[config.mk]
export PLATFORM = sky130hd
export DESIGN_NAME = instr_ctrl
export DESIGN_NICKNAME = d
export VERILOG_FILES = /design/src/rtl/cpu_pkg.sv /design/src/rtl/instr_ctrl_dec.sv /design/src/rtl/instr_ctrl.sv
export SDC_FILE = /design/constraint.sdc
export NUM_CORES = 1
export LEC_CHECK = 0
export ABC_CLOCK_PERIOD_IN_PS = 1700
export BUFFER_PORTS_ARGS = -buffer_cell sky130_fd_sc_hd__clkbuf_2
export CAP_MARGIN = 20
export CORE_AREA = 2 2 39 41
export DETAILED_ROUTE_END_ITERATION = 10
export DIE_AREA = 0 0 41 43
export GPL_TIMING_DRIVEN = 0
export PLACE_DENSITY_LB_ADDON = 0.1
export SLEW_MARGIN = 15
export SYNTH_ARGS = -nofsm -noshare
export SYNTH_HDL_FRONTEND = slang
export SYNTH_SLANG_ARGS = --single-unit
[constraint.sdc]
create_clock -name clk -period 1.7 [get_ports clk]
set_clock_uncertainty 0.15 [all_clocks]
set_input_delay 0.17 -clock clk [delete_from_list [all_inputs] [get_ports clk]]
set_output_delay 0.17 -clock clk [all_outputs]
set_load 0.01 [all_outputs]
[src/rtl/cpu_pkg.sv]
// Shared definitions for the 8-bit RISC CPU: opcodes, widths and the
// instruction-cycle state encodings used by instr_ctrl.
package cpu_pkg;

  localparam int OP_W    = 3;
  localparam int STATE_W = 4;

  localparam logic [OP_W-1:0] OP_HLT = 3'd0;
  localparam logic [OP_W-1:0] OP_SKZ = 3'd1;
  localparam logic [OP_W-1:0] OP_ADD = 3'd2;
  localparam logic [OP_W-1:0] OP_AND = 3'd3;
  localparam logic [OP_W-1:0] OP_XOR = 3'd4;
  localparam logic [OP_W-1:0] OP_LDA = 3'd5;
  localparam logic [OP_W-1:0] OP_STO = 3'd6;
  localparam logic [OP_W-1:0] OP_JMP = 3'd7;

  typedef enum logic [STATE_W-1:0] {
    ST_FETCH_OP = 4'd0,
    ST_INC1     = 4'd1,
    ST_FETCH_AD = 4'd2,
    ST_INC2     = 4'd3,
    ST_DECODE   = 4'd4,
    ST_EXEC1    = 4'd5,
    ST_EXEC2    = 4'd6,
    ST_EXEC3    = 4'd7,
    ST_HALTED   = 4'd8,
    ST_WAIT     = 4'd9
  } state_t;

endpackage

[src/rtl/instr_ctrl_dec.sv]
// Combinational strobe decode for the instruction cycle, driven only by
// registered state, the fetch-active flag, latched opcode and latched zero.
module instr_ctrl_dec
  import cpu_pkg::*;
(
  input  state_t          state,
  input  logic            active,
  input  logic [OP_W-1:0] op,
  input  logic            zero_q,
  output logic            load_ir,
  output logic            load_ar,
  output logic            inc_pc,
  output logic            load_pc,
  output logic            rd,
  output logic            wr,
  output logic            load_acc,
  output logic            datactl_ena,
  output logic            halt
);

  logic alu_op;
  logic skip;

  assign alu_op = (op == OP_ADD) || (op == OP_AND) || (op == OP_XOR) || (op == OP_LDA);
  assign skip   = (op == OP_SKZ) && zero_q;

  always_comb begin
    load_ir     = 1'b0;
    load_ar     = 1'b0;
    inc_pc      = 1'b0;
    load_pc     = 1'b0;
    rd          = 1'b0;
    wr          = 1'b0;
    load_acc    = 1'b0;
    datactl_ena = 1'b0;
    halt        = 1'b0;
    if (state == ST_HALTED) begin
      halt = 1'b1;
    end else if (active) begin
      case (state)
        ST_FETCH_OP: begin
          rd      = 1'b1;
          load_ir = 1'b1;
        end
        ST_INC1:     inc_pc = 1'b1;
        ST_FETCH_AD: begin
          rd      = 1'b1;
          load_ar = 1'b1;
        end
        ST_INC2:     inc_pc = 1'b1;
        ST_DECODE:   halt = (op == OP_HLT);
        ST_EXEC1: begin
          rd          = alu_op;
          datactl_ena = (op == OP_STO);
          load_pc     = (op == OP_JMP);
          inc_pc      = skip;
        end
        // Second half of SKZ gives the +2 needed to skip a two-byte instruction.
        ST_EXEC2: begin
          rd          = alu_op;
          load_acc    = alu_op;
          wr          = (op == OP_STO);
          datactl_ena = (op == OP_STO);
          load_pc     = (op == OP_JMP);
          inc_pc      = skip;
        end
        ST_EXEC3:    datactl_ena = (op == OP_STO);
        default: ;
      endcase
    end
  end

endmodule

[src/rtl/instr_ctrl.sv]
// Instruction sequencing controller: 8-phase cycle per instruction.
// Optional single-step WAIT state after EXEC3 under macro INSTR_CTRL_STEP_EN.
//
// state       | meaning
// FETCH_OP    | read opcode byte into IR
// INC1        | advance PC, latch opcode
// FETCH_AD    | read operand byte into AR
// INC2        | advance PC
// DECODE      | latch zero flag, HLT asserts halt
// EXEC1..3    | opcode-specific execution phases
// HALTED      | halt held until reset
// WAIT        | (step build) idle until step pulse
module instr_ctrl
  import cpu_pkg::*;
(
  input  logic            clk,
  input  logic            rst,
  input  logic            ena,
  input  logic [OP_W-1:0] opcode,
  input  logic            zero,
`ifdef INSTR_CTRL_STEP_EN
  input  logic            step,
`endif
  output logic            load_ir,
  output logic            load_ar,
  output logic            inc_pc,
  output logic            load_pc,
  output logic            rd,
  output logic            wr,
  output logic            load_acc,
  output logic            datactl_ena,
  output logic            halt
);

  state_t          state, state_nxt;
  logic            active_q;
  logic [OP_W-1:0] op_q;
  logic            zero_q;
  logic            run;

  // active_q separates an idle FETCH_OP (after reset or ena low) from a real fetch.
  assign run = ena && active_q;

  always_ff @(posedge clk) begin
    if (rst) begin
      state    <= ST_FETCH_OP;
      active_q <= 1'b0;
      op_q     <= '0;
      zero_q   <= 1'b0;
    end else begin
      state    <= state_nxt;
      active_q <= ena;
      if (run && state == ST_INC1)   op_q   <= opcode;
      if (run && state == ST_DECODE) zero_q <= zero;
    end
  end

  always_comb begin
    state_nxt = ST_FETCH_OP;
    if (state == ST_HALTED) begin
      state_nxt = ST_HALTED;
    end else if (run) begin
      case (state)
        ST_FETCH_OP: state_nxt = ST_INC1;
        ST_INC1:     state_nxt = ST_FETCH_AD;
        ST_FETCH_AD: state_nxt = ST_INC2;
        ST_INC2:     state_nxt = ST_DECODE;
        ST_DECODE:   state_nxt = (op_q == OP_HLT) ? ST_HALTED : ST_EXEC1;
        ST_EXEC1:    state_nxt = ST_EXEC2;
        ST_EXEC2:    state_nxt = ST_EXEC3;
`ifdef INSTR_CTRL_STEP_EN
        ST_EXEC3:    state_nxt = ST_WAIT;
        ST_WAIT:     state_nxt = step ? ST_FETCH_OP : ST_WAIT;
`else
        ST_EXEC3:    state_nxt = ST_FETCH_OP;
`endif
        default:     state_nxt = ST_FETCH_OP;
      endcase
    end
  end

  instr_ctrl_dec u_dec (
    .state       (state),
    .active      (active_q),
    .op          (op_q),
    .zero_q      (zero_q),
    .load_ir     (load_ir),
    .load_ar     (load_ar),
    .inc_pc      (inc_pc),
    .load_pc     (load_pc),
    .rd          (rd),
    .wr          (wr),
    .load_acc    (load_acc),
    .datactl_ena (datactl_ena),
    .halt        (halt)
  );

endmodule

# Yosys cells after proc, flatten, opt, wreduce, memory -nomap -nowiden
# Index checks and enable logic that the tools add are counted.
op_classes:
  n_eq_ne: 15
  muxes: 31
  bitwise_logic: 1
  n_reduce_logical: 14
ops:
  columns: ["op", "count"]
  rows:
  - ["$pmux W4 S7", 1]
  - ["$mux W1", 25]
  - ["$eq A4 B3 Y1 const B", 4]
  - ["$eq A3 B3 Y1 const B", 4]
  - ["$mux W4", 3]
  - ["$eq A4 B2 Y1 const B", 2]
  - ["$eq A3 B2 Y1 const B", 2]
  - ["$reduce_or A2 Y1", 3]
  - ["$reduce_or A3 Y1", 2]
  - ["$eq A4 B1 Y1 const B", 1]
  - ["$eq A4 B4 Y1 const B", 1]
  - ["$logic_and A1 B1 Y1", 4]
  - ["$logic_not A4 Y1", 1]
  - ["$pmux W1 S2", 2]
  - ["$eq A3 B1 Y1 const B", 1]
  - ["$logic_not A3 Y1", 1]
  - ["$logic_or A1 B1 Y1", 3]
  - ["$not A1 Y1", 1]
totals:
  regBits: 9
  elab_cells: 66

# Logic depth before layout (Yosys ltp)
depth:
  ltp_word: 7
  depth_mapped: 5
  ltp_nobuf: 3

# Cells and area by module
# From an unflattened synthesis, not the netlist that was laid out.
unflattened:
  cells_unflattened: 73
  hier_area_um2: 595.6
by_module_without_submodules:
  columns: ["module", "instances", "cells_each", "area_per_inst_um2", "seq_area_each_um2"]
  rows:
  - ["instr_ctrl", 1, 41, 399.1, 180.2]
  - ["instr_ctrl_dec", 1, 32, 196.4, 0.0]

# Least setup slack after synthesis
# No wires, ideal clock.
synth_timing:
  path_kind: "reg2out"
  start: "reg state[2]"
  end: "out datactl_ena"
  arrival_time_ns: 1.059
  required_time_ns: 1.380
  setup_slack_ns: 0.321
  path_stages_with_launch: 6
  cell_sequence: "dfxtp_1 > buf_6 > and3b_1 > buf_6 > nand3_2 > nor3_1"
synth_via:
  elab_chain_len: 5
  word_cells_on_any_way: 8
  cone_classes: "eq/ne: 4; mux: 3; reduce/logical: 1"
synth_lines:
  columns: ["item", "line", "text"]
  rows:
  - ["start, declared", "instr_ctrl.sv:35", "state_t state, state_nxt;"]
  - ["start signal, assigned", "instr_ctrl.sv:51", "state <= state_nxt;"]
  - ["$eq A4 B3 Y1", "instr_ctrl_dec.sv:40", "case (state)"]
  - ["$reduce_or A3 Y1 (no line)", null, null]
  - ["$mux W1", null, null]
  - ["$mux W1", "instr_ctrl_dec.sv:39", "end else if (active) begin"]
  - ["$mux W1 (*)", "instr_ctrl_dec.sv:37", "if (state == ST_HALTED) begin"]
  - ["end, declared", "instr_ctrl.sv:31", "output logic datactl_ena,"]
# Mark *: on every way between the ends. The rest lies on a longest branch, timed or not.

# Worst setup path in the final report
layout_timing:
  start: "reg state[2]"
  end: "out load_pc"
layout_via:
  elab_chain_len: 5
  word_cells_on_any_way: 7
  cone_classes: "eq/ne: 3; mux: 3; reduce/logical: 1"
layout_lines:
  columns: ["item", "line", "text"]
  rows:
  - ["$eq A4 B3 Y1", "instr_ctrl_dec.sv:40", null]
  - ["$reduce_or A2 Y1 (no line)", null, null]
  - ["$mux W1", null, null]
  - ["$mux W1", "instr_ctrl_dec.sv:39", null]
  - ["$mux W1 (*)", "instr_ctrl_dec.sv:37", null]
  - ["end, declared", "instr_ctrl.sv:27", "output logic load_pc,"]
# Marked as above.

==> flow_summary_export.csv <==
group,metric,value,unit
place,place_ws,0.197,ns
timing,timing.fmax,0.602,GHz
pwr,intPower,324,uW
yosys,synthesis.instances,68,
grt,antenna_found_initial,0,
die,core-area,1380,sq um
pwr,p_sw,101,uW
detailed_routing,drc,0,
pwr,p_leak,0.000327,uW
timing,slew_headroom,76.4,%
die,die_x,41,um
yosys,yosys_register_bits,9,
critical_path,crit_fanout,7,
clocking,clk_pin_slew_worst_paths,0.06,ns
finish,layout-drive-gt1-share,46.2,%
grt,grt_usage,18.3,%
timing,worstMarginPinSlew,0.354,ns
min_path,min_to,"zero_q",
critical_path,crit_path_end_kind,"output port",
min_path,holdCritStartpoint,"zero",
timing,fin_crit,1.66,ns
die,die_area,1760,sq um
run_status,status,"complete, but fails checks",
timing,grt_setup_unrepaired,"true",
die,start_util,42.3,%
finish,syn2layout_area_growth,39.3,%
place,routabilityCongestion,0.763,
finish,diodes,0,
finish,fill_cells,133,
detailed_routing,drtIter0Drc,11,
clocking,cts_buffers,3,
clocking,cts-root-buf,"clkbuf_4",
yosys,ys_warn_count,0,
pwr,peakVddDrop,0.308,mV
finish,nets,101,
timing,finalSetupViolCount,0,
critical_path,r2r-start,"op_q[0]",
pwr,p_comb_share,9.9,%
detailed_routing,wl,1.35,mm
yosys,yosysTopAreaCell,"dfxtp_1",
critical_path,cp-start-kind,"flip-flop",
grt,overflow,0,
yosys,synth_cell_type_count,32,
critical_path,crit_required,1.38,ns
detailed_routing,viasPerCell,5.21,
detailed_routing,first_pass_iters,4,
yosys,yosysSeqAreaShare,30.8,%
yosys,syn-cell-area,586,sq um
detailed_routing,num_vias,568,
critical_path,crit_type,"reg2out",
clocking,htreeDepth,1,
pwr,power.total,425,uW
clocking,cts_tree,"done",
yosys,ys_top_cells_by_area,"dfxtp_1 (31%), nand2b_1 (8.5%), mux2i_1 (5.1%)",
die,io_pins,16,
run_status,violations,"negative hold slack",
detailed_routing,postRouteAntennaNets,0,
clocking,insertion_delay,0.27,ns
job,cap_violations,0,
critical_path,worstSetupStartpoint,"state[2]",
yosys,synth_area_per_cell,8.61,sq um
timing,setup_slack,0.0394,ns
yosys,synthesis.nets,75,
clocking,clock_sinks,9,
critical_path,reg2regPathDepth,3,
pwr,p_per_area,522,nW/um^2
yosys,synth_top_area_share,30.8,%
grt,first_global_vias,530,
die,rows,14,
pwr,pwr-share-seq,50.2,%
grt,grt_max_degree,11,
grt,grt_pass1_wl,2.21,mm
min_path,min_path_cells,3,
min_path,holdCritPathClass,"in2reg",
timing,hold_viol_final,1,
timing,final_max_slew_viol_count,0,
clocking,cts_max_path_buffers,2,
timing,fin_hold_ws,-0.000795,ns
place,port-buffer-count,15,
finish,final_util,59.0,%
pwr,switching_share,23.8,%
critical_path,r2r_slack,0.32,ns
detailed_routing,wl_per_cell,12.4,um
pwr,p_clk_share,40.0,%
timing,finalCritPeriodShare,97.7,%
critical_path,r2r_end,"state[2]",
die,die_y,43,um
critical_path,critPathArrivalTime,1.34,ns
place,post-dp-hpwl,989,um
==> through the flow <==
step / setup TNS [ns] / std cells / instance area (sq um)
2_1_floorplan: 0 / 68 / 586
3_3_place_gp: 0 / 99 / 681
3_5_place_dp: 0 / 99 / 681
4_1_cts: -0.0973 / 108 / 767
5_1_grt: -0.149 / 109 / 816
6_report: 0 / 109 / 816
==> area by class of cell <==
type | instances | area (sq um) | area share (%)
plain buffers | 4 | 35.0 | 4.29
well taps | 16 | 20.0 | 2.45
multi-input cells | 53 | 407 | 49.8
flip-flops and latches | 9 | 189 | 23.2
inverters | 1 | 3.75 | 0.460
repair buffers | 22 | 135 | 16.6
clock buffers | 4 | 26.3 | 3.22
==> registers in the layout (all words and copies together) (netlist names) <==
register	cells
state	4
op_q	3
active_q	1
zero_q	1
==> worst max path at each step <==
stage	to	slack (ns)	cells after the start
2_1_floorplan	datactl_ena	0.32	5
3_3_place_gp	load_pc	0.23	6
3_5_place_dp	load_pc	0.20	6
4_1_cts	load_pc	-0.05	6
5_1_grt	load_pc	-0.05	5
6_report	load_pc	0.04	5
==> timing repair <==
| action | 4_1_cts | 5_1_grt |
|---|---|---|
| endpoints found under the hold margin | 3 | 0 |
| resized for setup | 3 | 16 |
| setup buffers | 2 | 2 |
| pin swaps | 1 | 4 |
| hold buffers | 3 | 0 |
| endpoints found under the setup margin | 5 | 6 |
==> per-layer routing <==
layer	global-route usage, %	part of all wire, %	vias to the layer above
met2	26.9	44	19
met4	8.00	3.8	0
met3	6.28	5.3	7
met1	23.2	46	247
met5	0	0	-
li1	-	-	295
==> Yosys cell counts <==
cell type  number
nor2_1          5
buf_4           1
nand2_1         4
a31o_1          1
buf_6           2
a21oi_2         1
a2111oi_1       1
dfxtp_1         9
and3_1          1
and3b_2         1
nor3b_2         1
o2111ai_1       1
mux2i_1         3
a21oi_1         4
a211oi_1        1
and3b_1         1
inv_1           1
nand4_1         1
nor3_2          2
buf_2           2
nor4_1          2
and4b_1         1
a31oi_1         1
nand2b_1        8
o21ai_1         1
nand3_2         1
xor2_1          1
or2b_1          1
and2b_2         1
nor2b_1         3
nor2b_2         2
nor3_1          3
==> logic make-up after synthesis <==
logic type,after synthesis,share of synthesized area [%]
simple gates,38,42.3
compound gates,11,12.8
flops,9,30.8
buf+inv,6,7.48
mux,3,5.13
xor+xnor,1,1.50
==> power groups by stage <==
stage               sequential, uW  clock, uW  combinational, uW
floorplan                      219          0               18.7
global placement               220          0               33.9
detailed placement             220          0               34.2
CTS                            215        174               39.8
global route                   214        196               46.4
finish                         213        170               42.0
==> placed cells by master, fill, tap and decap left out, types with 2 or more instances in the layout <==
cell type      instances
a21oi_1                3
a21oi_2                2
buf_2                  5
buf_4                  4
buf_6                  2
clkbuf_2              11
clkbuf_4               4
dfxtp_1                4
dfxtp_2                4
dlygate4sd3_1          3
mux2i_1                3
nand2_1                4
nand2b_1               8
nor2_1                 5
nor2b_1                3
nor3_1                 2
nor3_2                 2
nor4_1                 2
==> worst max-delay path, stage by stage, from the launching register on <==
cell,delay [ns]
dfxtp_4,0.38
and3b_1,0.17
buf_6,0.12
nand3_4,0.10
nor3b_2,0.16
buf_2,0.15
No activity file was read; power rests on OpenSTA's default activity.
